<file path="src/rtl/wb_writer_pkg.sv">
// rtl/wb_writer_pkg.sv - shared writeback constants and result type
package wb_writer_pkg;

  localparam int XLEN      = 64;
  localparam int NREG      = 32;
  localparam int REG_IDX_W = 5;

  typedef struct packed {
    logic [REG_IDX_W-1:0] rd;
    logic [XLEN-1:0]      data;
  } wb_result_t;

  localparam int WB_RESULT_W = $bits(wb_result_t);

endpackage

</file>
<file path="src/rtl/wb_writer_fifo.sv">
// rtl/wb_writer_fifo.sv - synchronous FIFO with occupancy count, staging LSU results
module wb_fifo #(
  parameter int W     = 69,
  parameter int DEPTH = 4,
  localparam int AW   = $clog2(DEPTH),
  localparam int CW   = AW + 1
) (
  input  logic          clk,
  input  logic          rst,
  input  logic          push_i,
  input  logic [W-1:0]  push_data_i,
  input  logic          pop_i,
  output logic [W-1:0]  head_o,
  output logic [CW-1:0] count_o,
  output logic          full_o,
  output logic          empty_o
);

  logic [W-1:0]  mem_q [DEPTH];
  logic [AW-1:0] wr_ptr_q, rd_ptr_q;
  logic [CW-1:0] count_q;
  logic          do_push, do_pop;

  assign full_o  = (count_q == CW'(DEPTH));
  assign empty_o = (count_q == '0);
  assign do_push = push_i && !full_o;
  assign do_pop  = pop_i && !empty_o;
  assign head_o  = mem_q[rd_ptr_q];
  assign count_o = count_q;

  // Pointers wrap naturally because DEPTH is a power of two.
  always_ff @(posedge clk or posedge rst) begin
    if (rst) begin
      wr_ptr_q <= '0;
      rd_ptr_q <= '0;
      count_q  <= '0;
    end else begin
      if (do_push) wr_ptr_q <= wr_ptr_q + AW'(1);
      if (do_pop)  rd_ptr_q <= rd_ptr_q + AW'(1);
      count_q <= count_q + CW'(do_push) - CW'(do_pop);
    end
  end

  always_ff @(posedge clk) begin
    if (do_push) mem_q[wr_ptr_q] <= push_data_i;
  end

endmodule

</file>
<file path="src/rtl/wb_writer.sv">
// rtl/wb_writer.sv - register file write-port owner: ALU/LSU arbitration, output register, pending scoreboard
module wb_writer
  import wb_writer_pkg::*;
#(
  parameter int LSU_DEPTH = 4,
  localparam int CNT_W    = $clog2(LSU_DEPTH) + 1
) (
  input  logic                 clk,
  input  logic                 rst,
  input  logic                 issue_valid,
  input  logic [REG_IDX_W-1:0] issue_rd,
  input  logic                 alu_valid,
  output logic                 alu_ready,
  input  logic [REG_IDX_W-1:0] alu_rd,
  input  logic [XLEN-1:0]      alu_data,
  input  logic                 lsu_valid,
  output logic                 lsu_ready,
  input  logic [REG_IDX_W-1:0] lsu_rd,
  input  logic [XLEN-1:0]      lsu_data,
  output logic                 rf_wen,
  output logic [REG_IDX_W-1:0] rf_waddr,
  output logic [XLEN-1:0]      rf_wdata,
  output logic [NREG-1:0]      sb_busy,
  output logic [CNT_W-1:0]     lsu_count
);

  wb_result_t           alu_res, lsu_res, fifo_head, sel_res;
  logic                 fifo_full, fifo_empty, fifo_pop, alu_sel, any_sel;
  logic                 rf_wen_d, rf_wen_q;
  logic [REG_IDX_W-1:0] rf_waddr_d, rf_waddr_q;
  logic [XLEN-1:0]      rf_wdata_d, rf_wdata_q;
  logic [NREG-1:0]      sb_busy_d, sb_busy_q;

  assign alu_res = '{rd: alu_rd, data: alu_data};
  assign lsu_res = '{rd: lsu_rd, data: lsu_data};

  wb_fifo #(.W(WB_RESULT_W), .DEPTH(LSU_DEPTH)) u_lsu_fifo (
    .clk        (clk),
    .rst        (rst),
    .push_i     (lsu_valid),
    .push_data_i(lsu_res),
    .pop_i      (fifo_pop),
    .head_o     (fifo_head),
    .count_o    (lsu_count),
    .full_o     (fifo_full),
    .empty_o    (fifo_empty)
  );

  // A full FIFO takes priority so the LSU can never be starved by a streaming ALU.
  assign alu_ready = !fifo_full;
  assign lsu_ready = !fifo_full;
  assign alu_sel   = alu_valid && !fifo_full;
  assign fifo_pop  = !fifo_empty && !alu_sel;
  assign any_sel   = alu_sel || fifo_pop;

  always_comb begin
    sel_res    = alu_sel ? alu_res : fifo_head;
    rf_wen_d   = any_sel && (sel_res.rd != '0);
    rf_waddr_d = rf_waddr_q;
    rf_wdata_d = rf_wdata_q;
    if (any_sel) begin
      rf_waddr_d = sel_res.rd;
      rf_wdata_d = sel_res.data;
    end
  end

  // Set after clear so a re-issue on the committing edge keeps the bit.
  always_comb begin
    sb_busy_d = sb_busy_q;
    if (rf_wen_q)    sb_busy_d[rf_waddr_q] = 1'b0;
    if (issue_valid) sb_busy_d[issue_rd]   = 1'b1;
    sb_busy_d[0] = 1'b0;
  end

  always_ff @(posedge clk or posedge rst) begin
    if (rst) begin
      rf_wen_q   <= 1'b0;
      rf_waddr_q <= '0;
      rf_wdata_q <= '0;
      sb_busy_q  <= '0;
    end else begin
      rf_wen_q   <= rf_wen_d;
      rf_waddr_q <= rf_waddr_d;
      rf_wdata_q <= rf_wdata_d;
      sb_busy_q  <= sb_busy_d;
    end
  end

  assign rf_wen   = rf_wen_q;
  assign rf_waddr = rf_waddr_q;
  assign rf_wdata = rf_wdata_q;
  assign sb_busy  = sb_busy_q;

  a_no_waw: assert property (@(posedge clk) disable iff (rst)
    (issue_valid && issue_rd != '0) |->
      (!sb_busy_q[issue_rd] || (rf_wen_q && rf_waddr_q == issue_rd)))
    else $error("issue to register with write still pending");

  a_alu_pending: assert property (@(posedge clk) disable iff (rst)
    (alu_valid && alu_ready && alu_rd != '0) |-> sb_busy_q[alu_rd])
    else $error("ALU result for register not pending");

  a_lsu_pending: assert property (@(posedge clk) disable iff (rst)
    (lsu_valid && lsu_ready && lsu_rd != '0) |-> sb_busy_q[lsu_rd])
    else $error("LSU result for register not pending");

endmodule

</file>
<file path="config.mk">
export PLATFORM = sky130hd
export DESIGN_NAME = wb_writer
export DESIGN_NICKNAME = d
export VERILOG_FILES = /design/src/rtl/wb_writer_pkg.sv /design/src/rtl/wb_writer_fifo.sv /design/src/rtl/wb_writer.sv
export SDC_FILE = /design/constraint.sdc
export NUM_CORES = 1
export LEC_CHECK = 0
export CORE_MARGIN = 2
export CORE_UTILIZATION = 53
export DETAILED_ROUTE_END_ITERATION = 10
export GPL_TIMING_DRIVEN = 0
export MAX_ROUTING_LAYER = met4
export PLACE_DENSITY = 0.85
export SLEW_MARGIN = 20
export SYNTH_ARGS = -nofsm -noshare
export SYNTH_HDL_FRONTEND = slang
export SYNTH_SLANG_ARGS = --single-unit
</file>
<file path="constraint.sdc">
create_clock -name clk -period 5.8 [get_ports clk]
set_input_delay 1.74 -clock clk [delete_from_list [all_inputs] [get_ports clk]]
set_output_delay 1.74 -clock clk [all_outputs]
set_load 0.02 [all_outputs]
</file>
# Yosys cells after proc, flatten, opt, wreduce, memory -nomap -nowiden
# Memories as Yosys holds them, arrays and structs flattened.
# Index checks and enable logic that the tools add are counted.
# totals
ff_bits	108
latch_bits	0
ram_bits	276
romBits	0
input_bits	148
output_inout_bits	107
wordCells	42
memories	1
# mem_list
memory	words	word_bits	rd	rd_clocked_by_memory_dff	wr	line	source
u_lsu_fifo.mem_q	4	69	1	0	1	wb_writer_fifo.sv:19	logic [W-1:0] mem_q [DEPTH];
# classes
addsub	4
n_mul	0
div	0
n_lt_le_gt_ge	4
n_eq_ne	1
shifts	0
n_mux	9
bitwise	3
reduce_logical	13
# ops
operator	n
$mux W69	1
$mux W32	2
$and A32 B32 Y32	1
$not A32 Y32	1
$or A32 B32 Y32	1
$lt A5 B6 Y1 const B	2
$demux W1 S5	2
$ge A5 B1 Y1 const B	2
$logic_and A1 B1 Y1	7
$reduce_bool A5 Y1	1
$add A2 B1 Y2 const B	2
$mux W1	4
$add A3 B1 Y3	1
$eq A3 B3 Y1 const B	1
$logic_not A1 Y1	3
$logic_not A3 Y1	1
$sub A3 B1 Y3	1
$logic_or A1 B1 Y1	1

# Longest topological paths before layout
# logic_depth
word_depth	9
mapped_depth	8
mapped_depth_nobuf	8

# By module
# Synthesis repeated with hierarchy kept, for this count alone.
# hier_totals
hier_cells	833
hier_area_um2	15004.4
# modules_own_cells
module	n_inst	cells_each	area_each_um2	seq_area_each_um2
wb_fifo	1	403	10502.6	8463.1
wb_writer	1	430	4501.8	2527.4

# Worst setup path after synthesis
# Ideal clock, no wire load.
# synth_path
path_type	input to register
from	in lsu_valid
to	mem u_lsu_fifo.mem_q[0][0], enable pin
setup_ns	0.435
t_arrival_ns	3.397
required_time_ns	5.365
path_slack_ns	1.968
cell_stages	1
path_buffers	0
path_cell_list	and3_1
# synth_between
elab_chain_cells	3
# synth_rtl
element	line	source
start, declared	wb_writer.sv:16	input logic lsu_valid,
$logic_and A1 B1 Y1	wb_writer_fifo.sv:26	assign do_push = push_i && !full_o;
$mux W1	wb_writer_fifo.sv:45	if (do_push) mem_q[wr_ptr_q] <= push_data_i;
$mux W1 (not written as such)	wb_writer_fifo.sv:45	
end, declared	wb_writer_fifo.sv:19	
# No other way between the ends.

# Worst setup path after layout
# layout_path
from	reg u_lsu_fifo.count_q[2], in the netlist u_lsu_fifo.count_o[2]
to	out lsu_ready
# layout_between
elab_chain_cells	2
# layout_rtl
element	line	source
start, declared	wb_writer_fifo.sv:21	logic [CW-1:0] count_q;
start signal, assigned	wb_writer_fifo.sv:40	count_q <= count_q + CW'(do_push) - CW'(do_pop);
$eq A3 B3 Y1	wb_writer_fifo.sv:24	assign full_o = (count_q == CW'(DEPTH));
$logic_not A1 Y1	wb_writer.sv:51	assign lsu_ready = !fifo_full;
end, declared	wb_writer.sv:17	output logic lsu_ready,
# No other way between the ends.

==> reports/summary.json <==
{
  "hpwl": {"value": 22100, "unit": "µm"},
  "worstMarginPinSlew": {"value": 1.02, "unit": "ns"},
  "drt_iter0_markers": {"value": 883},
  "yosys-mux-area-fraction": {"value": 15.0, "unit": "%"},
  "clkLatencyLatePin": {"value": 0.52, "unit": "ns"},
  "area_delta_synth_final": {"value": 29.9, "unit": "%"},
  "remaining_antenna_violation_count": {"value": 0},
  "proportion_of_layout_cells_with_a_drive_suffix_above_1": {"value": 15.2, "unit": "%"},
  "synth.net_count": {"value": 988},
  "grt.overflow.total": {"value": 0},
  "setup_repair_after_global_routing_missed_its_margin": {"value": "false"},
  "post-cts-setup-buffers": {"value": 0},
  "placed_cells": {"value": 1468},
  "r2r_end": {"value": "rf_wdata[47]"},
  "initial_utilization": {"value": 53.8, "unit": "%"},
  "swShare": {"value": 31.6, "unit": "%"},
  "post-route-period-util": {"value": 73.2, "unit": "%"},
  "crit-reg2reg-launch": {"value": "u_lsu_fifo.count_o[0]"},
  "io-pin-count": {"value": 255},
  "pwr_density_cell": {"value": 525, "unit": "nW/µm²"},
  "dr.pass1.iters": {"value": 10},
  "worst-path-max-fanout": {"value": 11},
  "finalPower": {"value": 10.2, "unit": "mW"},
  "synth_area_per_cell": {"value": 17.9, "unit": "µm²"},
  "timing.setup.tns": {"value": 0, "unit": "ns"},
  "arrival": {"value": 2.50, "unit": "ns"},
  "period_needed": {"value": 4.24, "unit": "ns"},
  "detail_route.vias_per_cell": {"value": 5.61},
  "hold-path-endpoint": {"value": "rf_wdata[34]"},
  "synthAdderAreaFrac": {"value": 0.638, "unit": "%"},
  "criticalPathCategory": {"value": "flop to primary output"},
  "end_kind": {"value": "primary output"},
  "synth_top_family_by_area": {"value": "multiplexers"},
  "whs_path_depth": {"value": 2},
  "synth-compound-area-share": {"value": 4.73, "unit": "%"},
  "die_w": {"value": 172, "unit": "µm"},
  "synth_edf_count": {"value": 276},
  "area_enclosed_by_the_die_boundary": {"value": 29500, "unit": "µm²"},
  "clock_skew": {"value": 0.0109, "unit": "ns"},
  "layout.cell_area.non_filler": {"value": 19400, "unit": "µm²"},
  "worstPathRequired": {"value": 4.06, "unit": "ns"},
  "min_from": {"value": "rf_wdata[34]"},
  "htree_levels": {"value": 2},
  "syn-cell-area": {"value": 14900, "unit": "µm²"},
  "outcome": {"value": "finished clean"},
  "switchingPower": {"value": 3.21, "unit": "mW"},
  "yosysSeqAreaShare": {"value": 73.8, "unit": "%"},
  "clock_path_buffers": {"value": 3},
  "grt_first_pass_wirelength": {"value": 50600, "unit": "µm"},
  "tritoncts": {"value": "done"},
  "number_of_antenna_violations_at_the_first_check_in_global_routing": {"value": 4},
  "internal_power": {"value": 6.96, "unit": "mW"},
  "postPlaceCellArea": {"value": 18100, "unit": "µm²"},
  "grt_pass1_vias": {"value": 9060},
  "synth-main-ff-cell": {"value": "edfxtp_1"},
  "globalplace.congestion": {"value": 0.849},
  "cts-resized-gates": {"value": 0},
  "maxCapViolCount": {"value": 0},
  "final_hold_viol_count": {"value": 0},
  "count_of_input_and_output_buffers": {"value": 252},
  "path_cells": {"value": "or3b_4, clkbuf_1, buf_4, clkdlybuf4s50_1"},
  "instances_no_fill": {"value": 1544},
  "maximum_number_of_pins_on_one_net_before_global_route_repair": {"value": 70},
  "detail_route.wirelength": {"value": 33400, "unit": "µm"},
  "drt-wirelength-per-cell": {"value": 21.6, "unit": "µm"},
  "r2r_cells": {"value": 4},
  "clock_power_share": {"value": 24.5, "unit": "%"},
  "critical_path.top_delay_family": {"value": "buffers and inverters"},
  "crit_path_top_delay_cell": {"value": "clkdlybuf4s50_1"},
  "worstSetupStartpointType": {"value": "flop"},
  "comb_power_share": {"value": 35.4, "unit": "%"},
  "slew_headroom": {"value": 31.4, "unit": "%"},
  "synth_xor_area_share": {"value": 0.294, "unit": "%"},
  "max-vdd-ir-drop": {"value": 0.331, "unit": "mV"},
  "clkTransAtPathRegs": {"value": 0.06, "unit": "ns"},
  "clock-sinks": {"value": 384},
  "synth.largest_area_cell": {"value": "edfxtp_1"},
  "die_height": {"value": 172, "unit": "µm"},
  "rows": {"value": 61},
  "power.sequential.fraction": {"value": 40.1, "unit": "%"},
  "finish.net_count": {"value": 1286},
  "hold_buffers": {"value": 0},
  "clock_root_buffer": {"value": "clkbuf_16"},
  "number_of_synthesis_warnings": {"value": 0},
  "synth-simple-area-share": {"value": 3.47, "unit": "%"},
  "finalSetupViolations": {"value": 0},
  "delay_of_the_slowest_cell_on_the_worst_path": {"value": 0.59, "unit": "ns"},
  "maxSlewViolCount": {"value": 0},
  "worst-path-buf-inv": {"value": 3},
  "async_reset_ff_share": {"value": 28.1, "unit": "%"},
  "synth.most_common_cell": {"value": "edfxtp_1"},
  "fp.coreArea": {"value": 27700, "unit": "µm²"},
  "cts_made_buffers": {"value": 39},
  "synth.ff_latch_count": {"value": 384},
  "synth_cells": {"value": 833},
  "min-delay-path-class": {"value": "flop to flop"},
  "vias": {"value": 8660},
  "yosys.area.top_type_share": {"value": 55.6, "unit": "%"},
  "synth_common_cells": {"value": "edfxtp_1, o21ai_0, dfrtp_1"},
  "fmax": {"value": 236, "unit": "MHz"},
  "regToRegSetupSlack": {"value": 3.19, "unit": "ns"},
  "drc": {"value": 0},
  "synth_top_cells_by_area": {"value": "edfxtp_1, dfrtp_1, mux4_2"},
  "synth_cell_types": {"value": 37},
  "power_leakage": {"value": 6.94, "unit": "nW"},
  "global_routing_usage_summed_across_all_routing_layers": {"value": 23.7, "unit": "%"}
}
-- final cells by class --
type / count / area [µm²]
Fill cell: 1762 / 8350
Multi-Input combinational cell: 397 / 3620
Clock buffer: 56 / 1130
Antenna cell: 5 / 12.5
Timing Repair Buffer: 257 / 2660
Inverter: 8 / 35.0
Clock inverter: 15 / 155
Buffer: 44 / 277
Sequential cell: 384 / 11000
Tap cell: 378 / 473
-- how the worst max path moves through the flow --
| stage | start | end | depth (start not counted) |
|---|---|---|---|
| 6_report | u_lsu_fifo.count_o[2] | lsu_ready | 4 |
| 5_1_grt | u_lsu_fifo.count_o[2] | lsu_ready | 4 |
| 4_1_cts | u_lsu_fifo.count_o[2] | lsu_ready | 4 |
| 3_3_place_gp | rst | rf_wdata[12] | 2 |
| 2_1_floorplan | rst | rf_waddr[0] | 1 |
| 3_5_place_dp | alu_valid | rf_wdata[51] | 5 |
-- worst reg2reg max path, cell delays in order (launching register included) --
cell,delay [ns]
dfrtp_1,0.41
nor4_1,0.89
buf_2,0.47
buf_1,0.50
o21ai_1,0.19
-- flip-flops by register name, summed over array words and instances, names as in the netlist --
name and flops:
u_lsu_fifo.rd_ptr_q 2, rf_waddr 5, rf_wen 1, u_lsu_fifo.count_o 3, sb_busy 31, u_lsu_fifo.mem_q 276, u_lsu_fifo.wr_ptr_q 2, rf_wdata 64
-- per-stage QoR --
stage               hold WS [ns]  worst slack (ns)  util, %
finish                     0.476              1.56     69.9
global route               0.497              1.43     69.8
CTS                        0.487              1.52     69.8
detailed placement         0.474              1.73     65.2
global placement           0.463            -0.738     64.6
floorplan                  0.497              1.21        -
-- power by group through the flow --
stage / Sequential, mW / Clock [mW] / Combinational, mW
after floorplan: 4.55 / 0 / 1.65
after global placement: 4.14 / 0 / 3.49
after detailed placement: 4.13 / 0 / 3.64
after CTS: 4.08 / 2.53 / 3.66
after global routing: 4.15 / 2.63 / 3.86
final: 4.08 / 2.49 / 3.60
-- cell families after synthesis --
group,after synthesis
flip-flops,384
adder cells (fa/ha/maj),7
XOR/XNOR,5
AO/OA/AOI/OAI,138
AND/OR/NAND/NOR,109
multiplexers,137
buffers and inverters,52
other,1
-- layer usage --
metal	vias up	track usage (%)	share of wire, %
met5	-	-	0
met4	0	7.52	2.6
met3	71	5.22	7.8
met2	382	39.3	51
met1	4367	29.5	39
li1	3840	-	-
-- cells in the final DEF, fill, tap and decap left out, types with 2 or more instances in the layout --
| cell | Yosys | routed |
|---|---|---|
| buf_4 | 8 | 8 |
| nand2_1 | 69 | 69 |
| clkbuf_8 | 0 | 5 |
| mux4_2 | 69 | 69 |
| dfrtp_1 | 108 | 108 |
| inv_1 | 8 | 7 |
| xnor2_1 | 4 | 4 |
| and3_4 | 0 | 4 |
| a31oi_1 | 2 | 2 |
| edfxtp_1 | 276 | 276 |
| clkbuf_1 | 10 | 20 |
| buf_16 | 0 | 5 |
| or3b_2 | 4 | 4 |
| bufinv_16 | 0 | 3 |
| a21oi_1 | 5 | 5 |
| nand3_1 | 5 | 5 |
| or3_1 | 2 | 2 |
| clkinv_2 | 0 | 6 |
| clkinvlp_4 | 0 | 2 |
| clkdlybuf4s50_1 | 0 | 252 |
| buf_2 | 18 | 18 |
| ha_1 | 6 | 6 |
| or3b_1 | 2 | 2 |
| o21ai_1 | 18 | 18 |
| nand3b_1 | 10 | 10 |
| nor2_1 | 9 | 9 |
| mux2i_1 | 68 | 68 |
| clkinv_1 | 0 | 3 |
| clkbuf_16 | 0 | 41 |
| diode_2 | 0 | 5 |
| o21ai_0 | 110 | 110 |
| buf_6 | 4 | 4 |
Note: power is estimated with default switching activity, not from simulation.
